### src/rtl/pic_cw_sequencer.sv
// Clocked ICW/OCW command-word decoder for the PIC, with an explicit ICW state machine.
// Optional macro PIC_INPUT_SYNC_EN adds a 2-flop synchroniser on all bus inputs.
module pic_cw_sequencer #(
  parameter int N_IR  = 8,
  parameter int LVL_W = $clog2(N_IR)
) (
  input  logic             clk,
  input  logic             reset,
  input  logic             cs_neg,
  input  logic             wr_neg,
  input  logic             a0,
  input  logic             sp_neg,
  input  logic [7:0]       data_bus_buffer,
  output logic             single_mode_flag,
  output logic             level_trigger_flag,
  output logic [4:0]       vector_base,
  output logic [7:0]       slaves_connected_flag,
  output logic [2:0]       my_slave_id,
  output logic             aeoi_flag,
  output logic [N_IR-1:0]  imr,
  output logic [LVL_W-1:0] ir_level,
  output logic [2:0]       ocw2_cmd,
  output logic             ocw2_valid,
  output logic             automatic_rotation_mode_flag,
  output logic [1:0]       read_type_flag,
  output logic             poll_request,
  output logic             special_mask_mode_flag,
  output logic             ready_to_accept_interrupts_flag,
  output logic             cw_error
);

  typedef enum logic [2:0] {ICW1_WAIT, ICW2, ICW3, ICW4, READY} state_t;

  state_t      state, state_nxt;
  logic        wr_prev;
  logic        commit;
  logic        cmd_a0;
  logic [7:0]  cmd_data;

`ifdef PIC_INPUT_SYNC_EN
  logic [1:0] cs_sync, wr_sync, a0_sync;
  logic [7:0] d_sync1, d_sync2;

  // Commit is decoded straight from the synchronised strobe so the total latency stays at 3 edges.
  always_ff @(posedge clk or posedge reset) begin
    if (reset) begin
      cs_sync <= 2'b11;
      wr_sync <= 2'b11;
      a0_sync <= 2'b00;
      d_sync1 <= 8'h00;
      d_sync2 <= 8'h00;
      wr_prev <= 1'b1;
    end else begin
      cs_sync <= {cs_sync[0], cs_neg};
      wr_sync <= {wr_sync[0], wr_neg};
      a0_sync <= {a0_sync[0], a0};
      d_sync1 <= data_bus_buffer;
      d_sync2 <= d_sync1;
      wr_prev <= wr_sync[1];
    end
  end

  assign commit   = wr_sync[1] & ~wr_prev & ~cs_sync[1];
  assign cmd_a0   = a0_sync[1];
  assign cmd_data = d_sync2;
`else
  always_ff @(posedge clk or posedge reset) begin
    if (reset) begin
      wr_prev  <= 1'b1;
      commit   <= 1'b0;
      cmd_a0   <= 1'b0;
      cmd_data <= 8'h00;
    end else begin
      wr_prev  <= wr_neg;
      commit   <= wr_neg & ~wr_prev & ~cs_neg;
      cmd_a0   <= a0;
      cmd_data <= data_bus_buffer;
    end
  end
`endif

  logic             ic4, ic4_nxt;
  logic             single_nxt, ltim_nxt, aeoi_nxt, arm_nxt, smm_nxt;
  logic             ocw2_valid_nxt, poll_nxt, err_nxt;
  logic [4:0]       vb_nxt;
  logic [7:0]       slaves_nxt;
  logic [2:0]       id_nxt, cmd_nxt;
  logic [N_IR-1:0]  imr_nxt;
  logic [LVL_W-1:0] lvl_nxt;
  logic [1:0]       rt_nxt;

  always_comb begin
    state_nxt      = state;
    ic4_nxt        = ic4;
    single_nxt     = single_mode_flag;
    ltim_nxt       = level_trigger_flag;
    vb_nxt         = vector_base;
    slaves_nxt     = slaves_connected_flag;
    id_nxt         = my_slave_id;
    aeoi_nxt       = aeoi_flag;
    imr_nxt        = imr;
    lvl_nxt        = ir_level;
    cmd_nxt        = ocw2_cmd;
    arm_nxt        = automatic_rotation_mode_flag;
    rt_nxt         = read_type_flag;
    smm_nxt        = special_mask_mode_flag;
    ocw2_valid_nxt = 1'b0;
    poll_nxt       = 1'b0;
    err_nxt        = 1'b0;
    if (commit) begin
      if (!cmd_a0 && cmd_data[4]) begin
        // ICW1 restarts initialisation from any state, abandoning a partial sequence silently
        imr_nxt    = '0;
        lvl_nxt    = '0;
        arm_nxt    = 1'b0;
        smm_nxt    = 1'b0;
        rt_nxt     = 2'b10;
        aeoi_nxt   = 1'b0;
        single_nxt = cmd_data[1];
        ltim_nxt   = cmd_data[3];
        ic4_nxt    = cmd_data[0];
        state_nxt  = ICW2;
      end else begin
        case (state)
          ICW1_WAIT: if (cmd_a0) err_nxt = 1'b1;
          ICW2: begin
            if (cmd_a0) begin
              vb_nxt = cmd_data[7:3];
              if (!single_mode_flag) state_nxt = ICW3;
              else if (ic4)          state_nxt = ICW4;
              else                   state_nxt = READY;
            end else err_nxt = 1'b1;
          end
          ICW3: begin
            if (cmd_a0) begin
              if (sp_neg) slaves_nxt = cmd_data;
              else        id_nxt     = cmd_data[2:0];
              state_nxt = ic4 ? ICW4 : READY;
            end else err_nxt = 1'b1;
          end
          ICW4: begin
            if (cmd_a0) begin
              aeoi_nxt  = cmd_data[1];
              state_nxt = READY;
            end else err_nxt = 1'b1;
          end
          READY: begin
            if (cmd_a0) begin
              imr_nxt = cmd_data[N_IR-1:0];
            end else if (!cmd_data[3]) begin
              lvl_nxt        = cmd_data[LVL_W-1:0];
              cmd_nxt        = cmd_data[7:5];
              ocw2_valid_nxt = 1'b1;
              if (cmd_data[7:5] == 3'b100)      arm_nxt = 1'b1;
              else if (cmd_data[7:5] == 3'b000) arm_nxt = 1'b0;
            end else if (cmd_data[7]) begin
              err_nxt = 1'b1;
            end else begin
              if (cmd_data[1]) rt_nxt  = {1'b1, cmd_data[0]};
              if (cmd_data[2]) poll_nxt = 1'b1;
              if (cmd_data[6]) smm_nxt = cmd_data[5];
            end
          end
          default: state_nxt = ICW1_WAIT;
        endcase
      end
    end
  end

  always_ff @(posedge clk or posedge reset) begin
    if (reset) begin
      state                        <= ICW1_WAIT;
      ic4                          <= 1'b0;
      single_mode_flag             <= 1'b0;
      level_trigger_flag           <= 1'b0;
      vector_base                  <= 5'd0;
      slaves_connected_flag        <= 8'h00;
      my_slave_id                  <= 3'd0;
      aeoi_flag                    <= 1'b0;
      imr                          <= '0;
      ir_level                     <= '0;
      ocw2_cmd                     <= 3'd0;
      ocw2_valid                   <= 1'b0;
      automatic_rotation_mode_flag <= 1'b0;
      read_type_flag               <= 2'b10;
      poll_request                 <= 1'b0;
      special_mask_mode_flag       <= 1'b0;
      cw_error                     <= 1'b0;
    end else begin
      state                        <= state_nxt;
      ic4                          <= ic4_nxt;
      single_mode_flag             <= single_nxt;
      level_trigger_flag           <= ltim_nxt;
      vector_base                  <= vb_nxt;
      slaves_connected_flag        <= slaves_nxt;
      my_slave_id                  <= id_nxt;
      aeoi_flag                    <= aeoi_nxt;
      imr                          <= imr_nxt;
      ir_level                     <= lvl_nxt;
      ocw2_cmd                     <= cmd_nxt;
      ocw2_valid                   <= ocw2_valid_nxt;
      automatic_rotation_mode_flag <= arm_nxt;
      read_type_flag               <= rt_nxt;
      poll_request                 <= poll_nxt;
      special_mask_mode_flag       <= smm_nxt;
      cw_error                     <= err_nxt;
    end
  end

  assign ready_to_accept_interrupts_flag = (state == READY);

endmodule
### config.mk
export PLATFORM = sky130hd
export DESIGN_NAME = pic_cw_sequencer
export DESIGN_NICKNAME = d
export VERILOG_FILES = /design/src/rtl/pic_cw_sequencer.sv
export SDC_FILE = /design/constraint.sdc
export NUM_CORES = 1
export LEC_CHECK = 0
export ABC_AREA = 1
export BUFFER_PORTS_ARGS = -buffer_cell sky130_fd_sc_hd__buf_2
export CAP_MARGIN = 40
export CORE_ASPECT_RATIO = 1.75
export CORE_MARGIN = 2
export CORE_UTILIZATION = 49
export CTS_BUF_LIST = sky130_fd_sc_hd__clkbuf_2 sky130_fd_sc_hd__clkbuf_4 sky130_fd_sc_hd__clkbuf_8
export CTS_CLUSTER_DIAMETER = 80
export CTS_CLUSTER_SIZE = 40
export DETAILED_ROUTE_END_ITERATION = 8
export PLACE_DENSITY = 0.81
export SYNTH_ARGS = -nofsm -noshare
export SYNTH_HDL_FRONTEND = slang
export SYNTH_SLANG_ARGS = --single-unit
### constraint.sdc
create_clock -name clk -period 1.65 [get_ports clk]
set_input_delay 0.33 -clock clk [delete_from_list [all_inputs] [get_ports clk]]
set_output_delay 0.33 -clock clk [all_outputs]
set_load 0.02 [all_outputs]
; Word-level counts from Yosys, hierarchy flattened
; Cells that the tools add are included.
[classes]
n_eq_ne = 12
muxes = 55
n_bitwise = 8
n_reduce_logical = 25
[op_table]
columns = op, n
row1 = $mux 1, 34
row2 = $mux 3, 10
row3 = $reduce_and 5->1, 5
row4 = $mux 8, 3
row5 = $mux 2, 6
row6 = $pmux 3 s4, 1
row7 = $reduce_and 6->1, 2
row8 = $reduce_bool 2->1, 6
row9 = $ne 3x3->1 const B, 3
row10 = $ne 2x1->1 const B, 4
row11 = $reduce_and 4->1, 2
row12 = $eq 3x2->1 const B, 2
row13 = $eq 3x3->1 const B, 2
row14 = $logic_not 3->1, 2
row15 = $not 1->1, 6
row16 = $reduce_and 3->1, 2
row17 = $eq 3x1->1 const B, 1
row18 = $pmux 1 s3, 1
row19 = $reduce_bool 3->1, 1
row20 = $reduce_or 3->1, 1
row21 = $and 1x1->1, 2
row22 = $reduce_and 2->1, 1
row23 = $reduce_or 2->1, 1
row24 = $logic_and 1x1->1, 1
row25 = $logic_not 1->1, 1
[word_totals]
register_bits = 55
in_bits = 14
elab_cells = 121

; Depth between registers and ports, before layout
; Gate-level depths: netlist (run 1).
[logic_depth]
word_depth = 7
mapped_depth = 8

; Worst setup path after synthesis (run 1)
; Ideal clock, no wire load.
[synth_path]
path_type = reg-to-output
from = reg state[0]
to = out ready_to_accept_interrupts_flag
arrival_time_ps = 892
path_slack_ps = 428
path_stages_with_launch = 4
path_cell_list = dfrtp_1 > inv_1 > nand2_1 > nor2_1
[synth_between]
elab_chain_cells = 1
[synth_rtl]
columns = item, line_no
row1 = "start, declared", 34  ; state_t state, state_nxt;
row2 = "start signal, assigned", 190  ; state <= state_nxt;
row3 = $eq 3x3->1, 210  ; assign ready_to_accept_interrupts_flag = (state == READY);
row4 = "end, declared", 28  ; output logic ready_to_accept_interrupts_flag,
; No other way between the ends.

; Worst setup path after layout (run 1)
[layout_path]
from = reg state[1]
to = out ready_to_accept_interrupts_flag
; Same word-level chain as after synthesis.

==> results of run 1 <==
==> power groups by stage <==
stage	Clock, uW	Sequential [uW]	Combinational (uW)
global placement	0	1550	494
global route	800	1530	600
detailed placement	0	1550	502
floorplan	0	1630	245
finish	727	1520	535
CTS	754	1530	503
==> per-stage QoR <==
step	total power [uW]	util, %	cell area [um^2]
6_report	2786	60.44	2638
5_1_grt	2935	60.44	2638
4_1_cts	2788	60.01	2619
3_5_place_dp	2056	57.91	2527
3_3_place_gp	2046	57.91	2527
2_1_floorplan	1875	-	2208
==> layout by cell type (no fill, tap or decap) <==
| cell type | instances |
|---|---|
| sky130_fd_sc_hd__nand3b_1 | 1 |
| sky130_fd_sc_hd__clkinv_4 | 1 |
| sky130_fd_sc_hd__buf_12 | 1 |
| sky130_fd_sc_hd__clkbuf_8 | 5 |
| sky130_fd_sc_hd__clkbuf_4 | 1 |
| sky130_fd_sc_hd__nor3b_1 | 1 |
| sky130_fd_sc_hd__nand2_1 | 85 |
| sky130_fd_sc_hd__dfrtp_2 | 2 |
| sky130_fd_sc_hd__o21ai_1 | 10 |
| sky130_fd_sc_hd__nor2_2 | 5 |
| sky130_fd_sc_hd__nand3_1 | 11 |
| sky130_fd_sc_hd__buf_2 | 53 |
| sky130_fd_sc_hd__nand2_2 | 6 |
| sky130_fd_sc_hd__buf_4 | 2 |
| sky130_fd_sc_hd__nor3_1 | 1 |
| sky130_fd_sc_hd__nand4_1 | 3 |
| sky130_fd_sc_hd__dfrtp_1 | 51 |
| sky130_fd_sc_hd__nor2_4 | 3 |
| sky130_fd_sc_hd__nand3_4 | 2 |
| sky130_fd_sc_hd__nor2_1 | 11 |
| sky130_fd_sc_hd__conb_1 | 1 |
| sky130_fd_sc_hd__clkinv_2 | 1 |
| sky130_fd_sc_hd__inv_2 | 4 |
| sky130_fd_sc_hd__inv_1 | 14 |
| sky130_fd_sc_hd__o21ai_0 | 15 |
| sky130_fd_sc_hd__dfstp_2 | 1 |
| sky130_fd_sc_hd__a21oi_1 | 8 |
==> repair_timing <==
action	4_1_cts	5_1_grt
setup buffers	0	2
resized for setup	1	2
hold buffers	0	0
setup endpoints to repair	1	1
==> cell type report <==
type                            instances  area, um^2
Inverter                               18       67.56
Clock buffer                            6       76.32
Tap cell                               51       63.81
Clock inverter                          2       13.76
Multi-Input combinational cell        163       760.7
Sequential cell                        54        1355
Fill cell                             395        1727
Timing Repair Buffer                   56       300.3
==> cells by family after synthesis <==
| logic type | share of synthesized area, % |
|---|---|
| and+or+nand+nor | 26.69 |
| AOI/OAI and AO/OA | 7.479 |
| DFF | 61.25 |
| buffers and inverters | 4.419 |
| other | 0.1698 |
==> sequential cells by signal, indices dropped and copies added (netlist names), 3 cells and up <==
| register | count |
|---|---|
| cmd_data | 8 |
| imr | 8 |
| ir_level | 3 |
| my_slave_id | 3 |
| ocw2_cmd | 3 |
| slaves_connected_flag | 8 |
| state | 3 |
| vector_base | 5 |
==> per-layer routing <==
| layer | wire (um) | vias up | GRT usage, % | part of all wire (%) |
|---|---|---|---|---|
| met5 | 0 | - | 0 | 0 |
| met4 | 209 | 0 | 13.54 | 4.2 |
| met3 | 203 | 17 | 3.548 | 4.1 |
| met2 | 2622 | 54 | 34.62 | 53 |
| met1 | 1926 | 844 | 25.67 | 39 |
| li1 | - | 873 | - | - |
==> critical path, stage by stage, from the launching register on <==
cell,delay [ps]
sky130_fd_sc_hd__dfrtp_2,460
sky130_fd_sc_hd__inv_1,80
sky130_fd_sc_hd__nand2_1,90
sky130_fd_sc_hd__nor2_2,130
sky130_fd_sc_hd__buf_2,180
==> how the worst max path moves through the flow <==
| stage | slack (ps) | end | startpoint |
|---|---|---|---|
| finish | 70 | ready_to_accept_interrupts_flag | state[1]$_DFFE_PP0P_ |
| floorplan | 7 | aeoi_flag$_DFFE_PP0P_ | reset |
| detailed placement | 220 | imr[1]$_DFFE_PP0P_ | state[0]$_DFFE_PP0P_ |
| global route | -0.2 | ready_to_accept_interrupts_flag | state[1]$_DFFE_PP0P_ |
| CTS | 20 | ready_to_accept_interrupts_flag | state[0]$_DFFE_PP0P_ |
| global placement | 220 | imr[4]$_DFFE_PP0P_ | state[1]$_DFFE_PP0P_ |
==> run_results.csv, run 1 <==
group,metric,value,unit
logic_synthesis,synth_warn,0,
power_and_ir_drop,internal_power,1929,uW
critical_path,timing.setup.critical_path_class,"reg2out",
detailed_routing,final_antenna_net_count,0,
detailed_routing,firstDrtPassIters,4,
worst_hold_path,min_path_type,"in2async",
power_and_ir_drop,power.share.switching,30.75,%
logic_synthesis,synth.top_cells.by_count,"85 x sky130_fd_sc_hd__nand2_1, 53 x sky130_fd_sc_hd__dfrtp_1, 15 x sky130_fd_sc_hd__inv_1, 15 x sky130_fd_sc_hd__o21ai_0, 12 x sky130_fd_sc_hd__nor2_1",
logic_synthesis,synth_cell_types,21,
timing,setup-tns-final,0,ps
timing,final_worst_path_cycle_share,95.58,%
detailed_routing,routed_wire_length_per_instance,14.18,um
critical_path,timing.reg2reg.setup_slack,100,ps
die,die_y,92.81,um
logic_synthesis,synth.area.top_cells,"sky130_fd_sc_hd__dfrtp_1 60%, sky130_fd_sc_hd__nand2_1 14%, sky130_fd_sc_hd__o21ai_0 3.4%",
timing,fmax,634.1,MHz
timing,fin_hold_ws,56.87,ps
finish,areaGrowthSynthToFinish,19.43,%
flow_run,maxCapViolations,0,
die,design.die.area,0.005081,mm^2
clock_network,cts_tree,"yes",
power_and_ir_drop,p_clk_share,26.1,%
critical_path,worst-endpoint-required,1320,ps
critical_path,setup.worst_path.end_class,"primary output",
timing,timing.final.setup_violations,0,
logic_synthesis,synthesis.instances,238,
detailed_routing,drc,0,
placement,detailedPlacementHpwl,3.718,mm
power_and_ir_drop,static-leakage-power,0.001479,uW
global_routing,antenna_found_initial,0,
die,core-area,0.004364,mm^2
logic_synthesis,synth.avg_cell_area,9.279,um^2
logic_synthesis,synth.top_cell.area_share,60.06,%
finish,insertedDiodeCount,0,
critical_path,worst-r2r-cell-count,7,
placement,placed_instance_count,340,
global_routing,grt_max_degree,55,
logic_synthesis,async_reset_ff_share,100.0,%
clock_network,clock_latency,310,ps
placement,routabilityCongestion,1.021,
finish,post_layout_nonfiller_instances,350,
die,floorplan.rows,32,
logic_synthesis,synth.yosys.seq_area_share,61.25,%
logic_synthesis,most_frequent_cell_after_synthesis,"sky130_fd_sc_hd__nand2_1",
power_and_ir_drop,total_switching_power,856.6,uW
clock_network,clock_sink_count,54,
finish,finish.net_count,312,
die,design.portCount,55,
detailed_routing,drt_wl_total,4.962,mm
detailed_routing,drt_iter0_markers,49,
clock_network,max-clock-path-buffers,2,
critical_path,cp_data_arrival_time,1250,ps
logic_synthesis,yosys_register_bits,54,
logic_synthesis,mappedNetlistNets,252,
timing,finalWorstPathRequiredPeriod,1577,ps
placement,port-buffer-count,53,
outcome,run_status,"complete, no violations",
critical_path,worstSetupStartpointType,"flip-flop",
logic_synthesis,syn-cell-area,0.002208,mm^2
logic_synthesis,synth_largest_area_cell,"sky130_fd_sc_hd__dfrtp_1",
die,fp.dieW,54.75,um
power_and_ir_drop,vdd_ir_drop_max,0.8433,mV
critical_path,regToRegStartpoint,"state[0]$_DFFE_PP0P_",
timing,worst_slack,72.95,ps
global_routing,first_global_vias,1753,
detailed_routing,routed-via-count,1788,
finish,final_layout_size_suffix_gt1_share,29.10,%
timing,drv_slew,0,
placement,preCtsSetupSlack,222.3,ps
power_and_ir_drop,p_comb_share,19.2,%
global_routing,wire_length_of_the_first_global_routing_pass,7.845,mm
critical_path,critPathMaxFanout,5,
clock_network,cts-htree-levels,2,
clock_network,ctsRootBufferMaster,"sky130_fd_sc_hd__clkbuf_8",
power_and_ir_drop,power_density,1056,mW/mm^2
critical_path,rr_endpoint,"imr[2]$_DFFE_PP0P_",
timing,finalClockSkew,8.471,ps
power_and_ir_drop,power_frac_seq,54.7,%
timing,hold_viol,0,
global_routing,track_usage,21.65,%
logic_synthesis,synthFlopType,"sky130_fd_sc_hd__dfrtp_1",
clock_network,cts.reportedPaths.clkPinSlew,90,ps
global_routing,grt-ovfl-total,0,
logic_synthesis,synth_edf_count,0,
clock_network,numCtsBuffers,5,
detailed_routing,detail_route.vias_per_cell,5.109,
die,start_util,50.60,%
Note: power is estimated with default switching activity, not from simulation.
==> run 2: changes to the inputs <==
--- a/config.mk
+++ b/config.mk
@@ -5,7 +5,7 @@
 export SDC_FILE = /design/constraint.sdc
 export NUM_CORES = 1
 export LEC_CHECK = 0
-export ABC_AREA = 1
+export ABC_AREA = 0
 export BUFFER_PORTS_ARGS = -buffer_cell sky130_fd_sc_hd__buf_2
 export CAP_MARGIN = 40
 export CORE_ASPECT_RATIO = 1.75
==> run 2 against run 1 <==
- the run now ends with hold timing left
- design area is 6.8% higher
- critical path type is now reg2reg
- worst setup slack lost 12 ps
- core utilization increased by 3.5 points
- hold slack lost 64 ps
==> run_results.csv, run 2 <==
group,metric,value,unit
die,start_util,50.60,%
power_and_ir_drop,vdd_ir_drop_max,0.9667,mV
placement,port-buffer-count,53,
detailed_routing,routed_wire_length_per_instance,14.50,um
logic_synthesis,synth_cell_types,42,
global_routing,antenna_found_initial,0,
finish,largest_registers,"cmd_data (8), imr (8), slaves_connected_flag (8)",
logic_synthesis,synthesis.instances,199,
power_and_ir_drop,static-leakage-power,0.001459,uW
finish,most-common-layout-cells,"53 x sky130_fd_sc_hd__dfrtp_1, 52 x sky130_fd_sc_hd__buf_2, 29 x sky130_fd_sc_hd__nand2_1",
global_routing,first_global_vias,1651,
die,design.die.area,0.005124,mm^2
clock_network,cts.reportedPaths.clkPinSlew,100,ps
finish,insertedDiodeCount,0,
clock_network,ctsRootBufferMaster,"sky130_fd_sc_hd__clkbuf_8",
logic_synthesis,mappedNetlistNets,213,
logic_synthesis,synth.area.top_cells,"sky130_fd_sc_hd__dfrtp_1 60%, sky130_fd_sc_hd__mux2_2 5.6%, sky130_fd_sc_hd__nand2_1 5.1%",
detailed_routing,firstDrtPassIters,4,
placement,routabilityCongestion,0.8251,
timing,fmax,629.3,MHz
critical_path,critPathMaxFanout,4,
logic_synthesis,synthFlopType,"sky130_fd_sc_hd__dfrtp_1",
logic_synthesis,most_frequent_cell_after_synthesis,"sky130_fd_sc_hd__dfrtp_1",
timing,fin_hold_ws,-7.292,ps
global_routing,grt-ovfl-total,0,
logic_synthesis,synth.yosys.seq_area_share,60.70,%
detailed_routing,routed-via-count,1699,
clock_network,cts_hold_repair.buffers,0,
critical_path,cp_slowest_stage_delay,420,ps
finish,final_layout_size_suffix_gt1_share,40.15,%
critical_path,worst-path-buf-inv,1,
critical_path,setup.worst_path.end_class,"flip-flop",
timing,finalClockSkew,10.52,ps
timing,timing.final.setup_violations,0,
logic_synthesis,yosys_register_bits,54,
timing,hold_viol,15,
logic_synthesis,synth_largest_area_cell,"sky130_fd_sc_hd__dfrtp_1",
logic_synthesis,async_reset_ff_share,100.0,%
finish,filler_cell_count,385,
critical_path,worstSetupStartpointType,"flip-flop",
die,design.portCount,55,
finish,post-route-util,63.98,%
die,floorplan.rows,32,
clock_network,cts-htree-levels,2,
die,core-area,0.004404,mm^2
clock_network,clock_sink_count,54,
timing,drv_slew,0,
logic_synthesis,synth.top_cells.by_count,"53 x sky130_fd_sc_hd__dfrtp_1, 30 x sky130_fd_sc_hd__nand2_1, 19 x sky130_fd_sc_hd__o21ai_0",
global_routing,track_usage,20.54,%
detailed_routing,drt_iter0_markers,24,
critical_path,worst-endpoint-required,1850,ps
clock_network,max-clock-path-buffers,2,
power_and_ir_drop,power_density,1220,mW/mm^2
flow_run,maxCapViolations,0,
logic_synthesis,synth.top_cell.area_share,59.52,%
critical_path,critical_path_s_top_delay_family,"simple AND/OR/NAND/NOR gates",
finish,final_common_cell,"sky130_fd_sc_hd__dfrtp_1",
logic_synthesis,synth_warn,0,
finish,finish.net_count,282,
clock_network,clock_latency,300,ps
logic_synthesis,synth.avg_cell_area,11.20,um^2
power_and_ir_drop,report.power.total,3438,uW
global_routing,wire_length_of_the_first_global_routing_pass,7.548,mm
outcome,failing_checks,"hold timing",
worst_hold_path,min_path_type,"in2async",
timing,finalWorstPathRequiredPeriod,1589,ps
finish,areaGrowthSynthToFinish,26.45,%
detailed_routing,drc,0,
placement,detailedPlacementHpwl,3.572,mm
detailed_routing,drt_wl_total,4.640,mm
critical_path,cpMaxStageDelayCell,"sky130_fd_sc_hd__dfrtp_1",
detailed_routing,detail_route.vias_per_cell,5.309,
detailed_routing,final_antenna_net_count,0,
die,die_y,93.21,um
global_routing,grt_max_degree,28,
logic_synthesis,syn-cell-area,0.002228,mm^2
clock_network,cts_tree,"yes",
critical_path,timing.setup.critical_path_class,"reg2reg",
critical_path,cp_data_arrival_time,1790,ps
die,fp.dieW,54.98,um
timing,final_worst_path_cycle_share,96.31,%
outcome,run_status,"finished, violations left",
critical_path,path_cells,"nor4b_4 -> buf_4 -> nand2_2 -> nor2_4 -> mux2_2",
logic_synthesis,synth_edf_count,0,
clock_network,numCtsBuffers,5,
## run 2: cell types whose count changed in the layout (fill, tap and decap cells not counted), moves of 5 or more
cell / before / now
sky130_fd_sc_hd__o21ai_2: 0 / 8
sky130_fd_sc_hd__buf_4: 2 / 14
sky130_fd_sc_hd__nand2_2: 6 / 1
sky130_fd_sc_hd__buf_6: 0 / 5
sky130_fd_sc_hd__a21oi_1: 8 / 2
sky130_fd_sc_hd__nand2_1: 85 / 29
sky130_fd_sc_hd__mux2_2: 0 / 11
sky130_fd_sc_hd__inv_1: 14 / 9
sky130_fd_sc_hd__o21ai_1: 10 / 2
## run 2: final cells by class
cell class | instances | area (um^2) | share of cell area [%]
flip-flops and latches | 54 | 1353 | 48.00
multi-input cells | 125 | 808.3 | 28.69
repair buffers | 72 | 441.7 | 15.67
clock buffers | 5 | 68.82 | 2.442
well taps | 51 | 63.81 | 2.265
clock inverters | 3 | 45.04 | 1.599
inverters | 10 | 37.54 | 1.332
## run 2: routing by layer
layer | part of all wire (%) | routed length [um] | GRT usage, % | up-vias
met1 | 38 | 1759 | 25.52 | 817
met4 | 3.9 | 182 | 10.37 | 0
met3 | 4.0 | 184 | 3.514 | 17
li1 | - | - | - | 815
met2 | 54 | 2514 | 33.13 | 50
met5 | 0 | 0 | 0 | -
## run 2: repair_timing
item	in CTS	in global routing
setup endpoints to repair	5	15
pin swaps	1	2
buffers inserted	1	1
gates resized for setup	4	10
## run 2: path summary, 6_finish.rpt
kind / slack [ps] / startpoint / cells past startpoint / end
min in group clk: 120 / data_bus_buffer[4] / 1 / cmd_data[4]$_DFF_PP0_
max in group asynchronous: 1100 / reset / 3 / wr_prev$_DFF_PP1_
hold reg to reg: 480 / slaves_connected_flag[0]$_DFFE_PP0P_ / 2 / slaves_connected_flag[0]$_DFFE_PP0P_
hold / removal: -7 / reset / 2 / imr[6]$_DFFE_PP0P_
setup / recovery: 60 / cmd_data[3]$_DFF_PP0_ / 5 / ocw2_cmd[2]$_DFFE_PP0P_
setup reg to reg: 60 / cmd_data[3]$_DFF_PP0_ / 5 / ocw2_cmd[2]$_DFFE_PP0P_
## run 2: kinds of logic (layout without fill, tap and decap cells)
| group | after synthesis | after routing | synth area share (%) |
|---|---|---|---|
| AO/OA/AOI/OAI | 38 | 38 | 11.17 |
| XOR/XNOR | 1 | 1 | 0.3931 |
| buffers and inverters | 20 | 90 | 4.379 |
| flip-flops | 54 | 54 | 60.70 |
| multiplexers | 14 | 14 | 6.906 |
| other | 1 | 1 | 0.1683 |
| AND/OR/NAND/NOR | 71 | 71 | 16.28 |
## run 2: report_power, final
group          switching, uW  leakage, uW  internal [uW]
clock                    419    0.0000504            451
combinational            537     0.000718            416
sequential               126     0.000691           1490
total                   1080      0.00146           2360
## run 2: through the flow
| stage | hold WS [ps] | area [um^2] | TNS [ps] | cells | setup slack (ps) |
|---|---|---|---|---|---|
| floorplan | 334.5 | 2228 | 0 | 199 | 7.075 |
| global placement | 336.9 | 2638 | -272.0 | 310 | -92.31 |
| detailed placement | 342.4 | 2638 | -375.2 | 310 | -125.7 |
| CTS | 5.108 | 2776 | 0 | 319 | 2.720 |
| global route | 21.86 | 2818 | -0.2704 | 320 | -0.2704 |
| finish | -7.292 | 2818 | 0 | 320 | 60.96 |
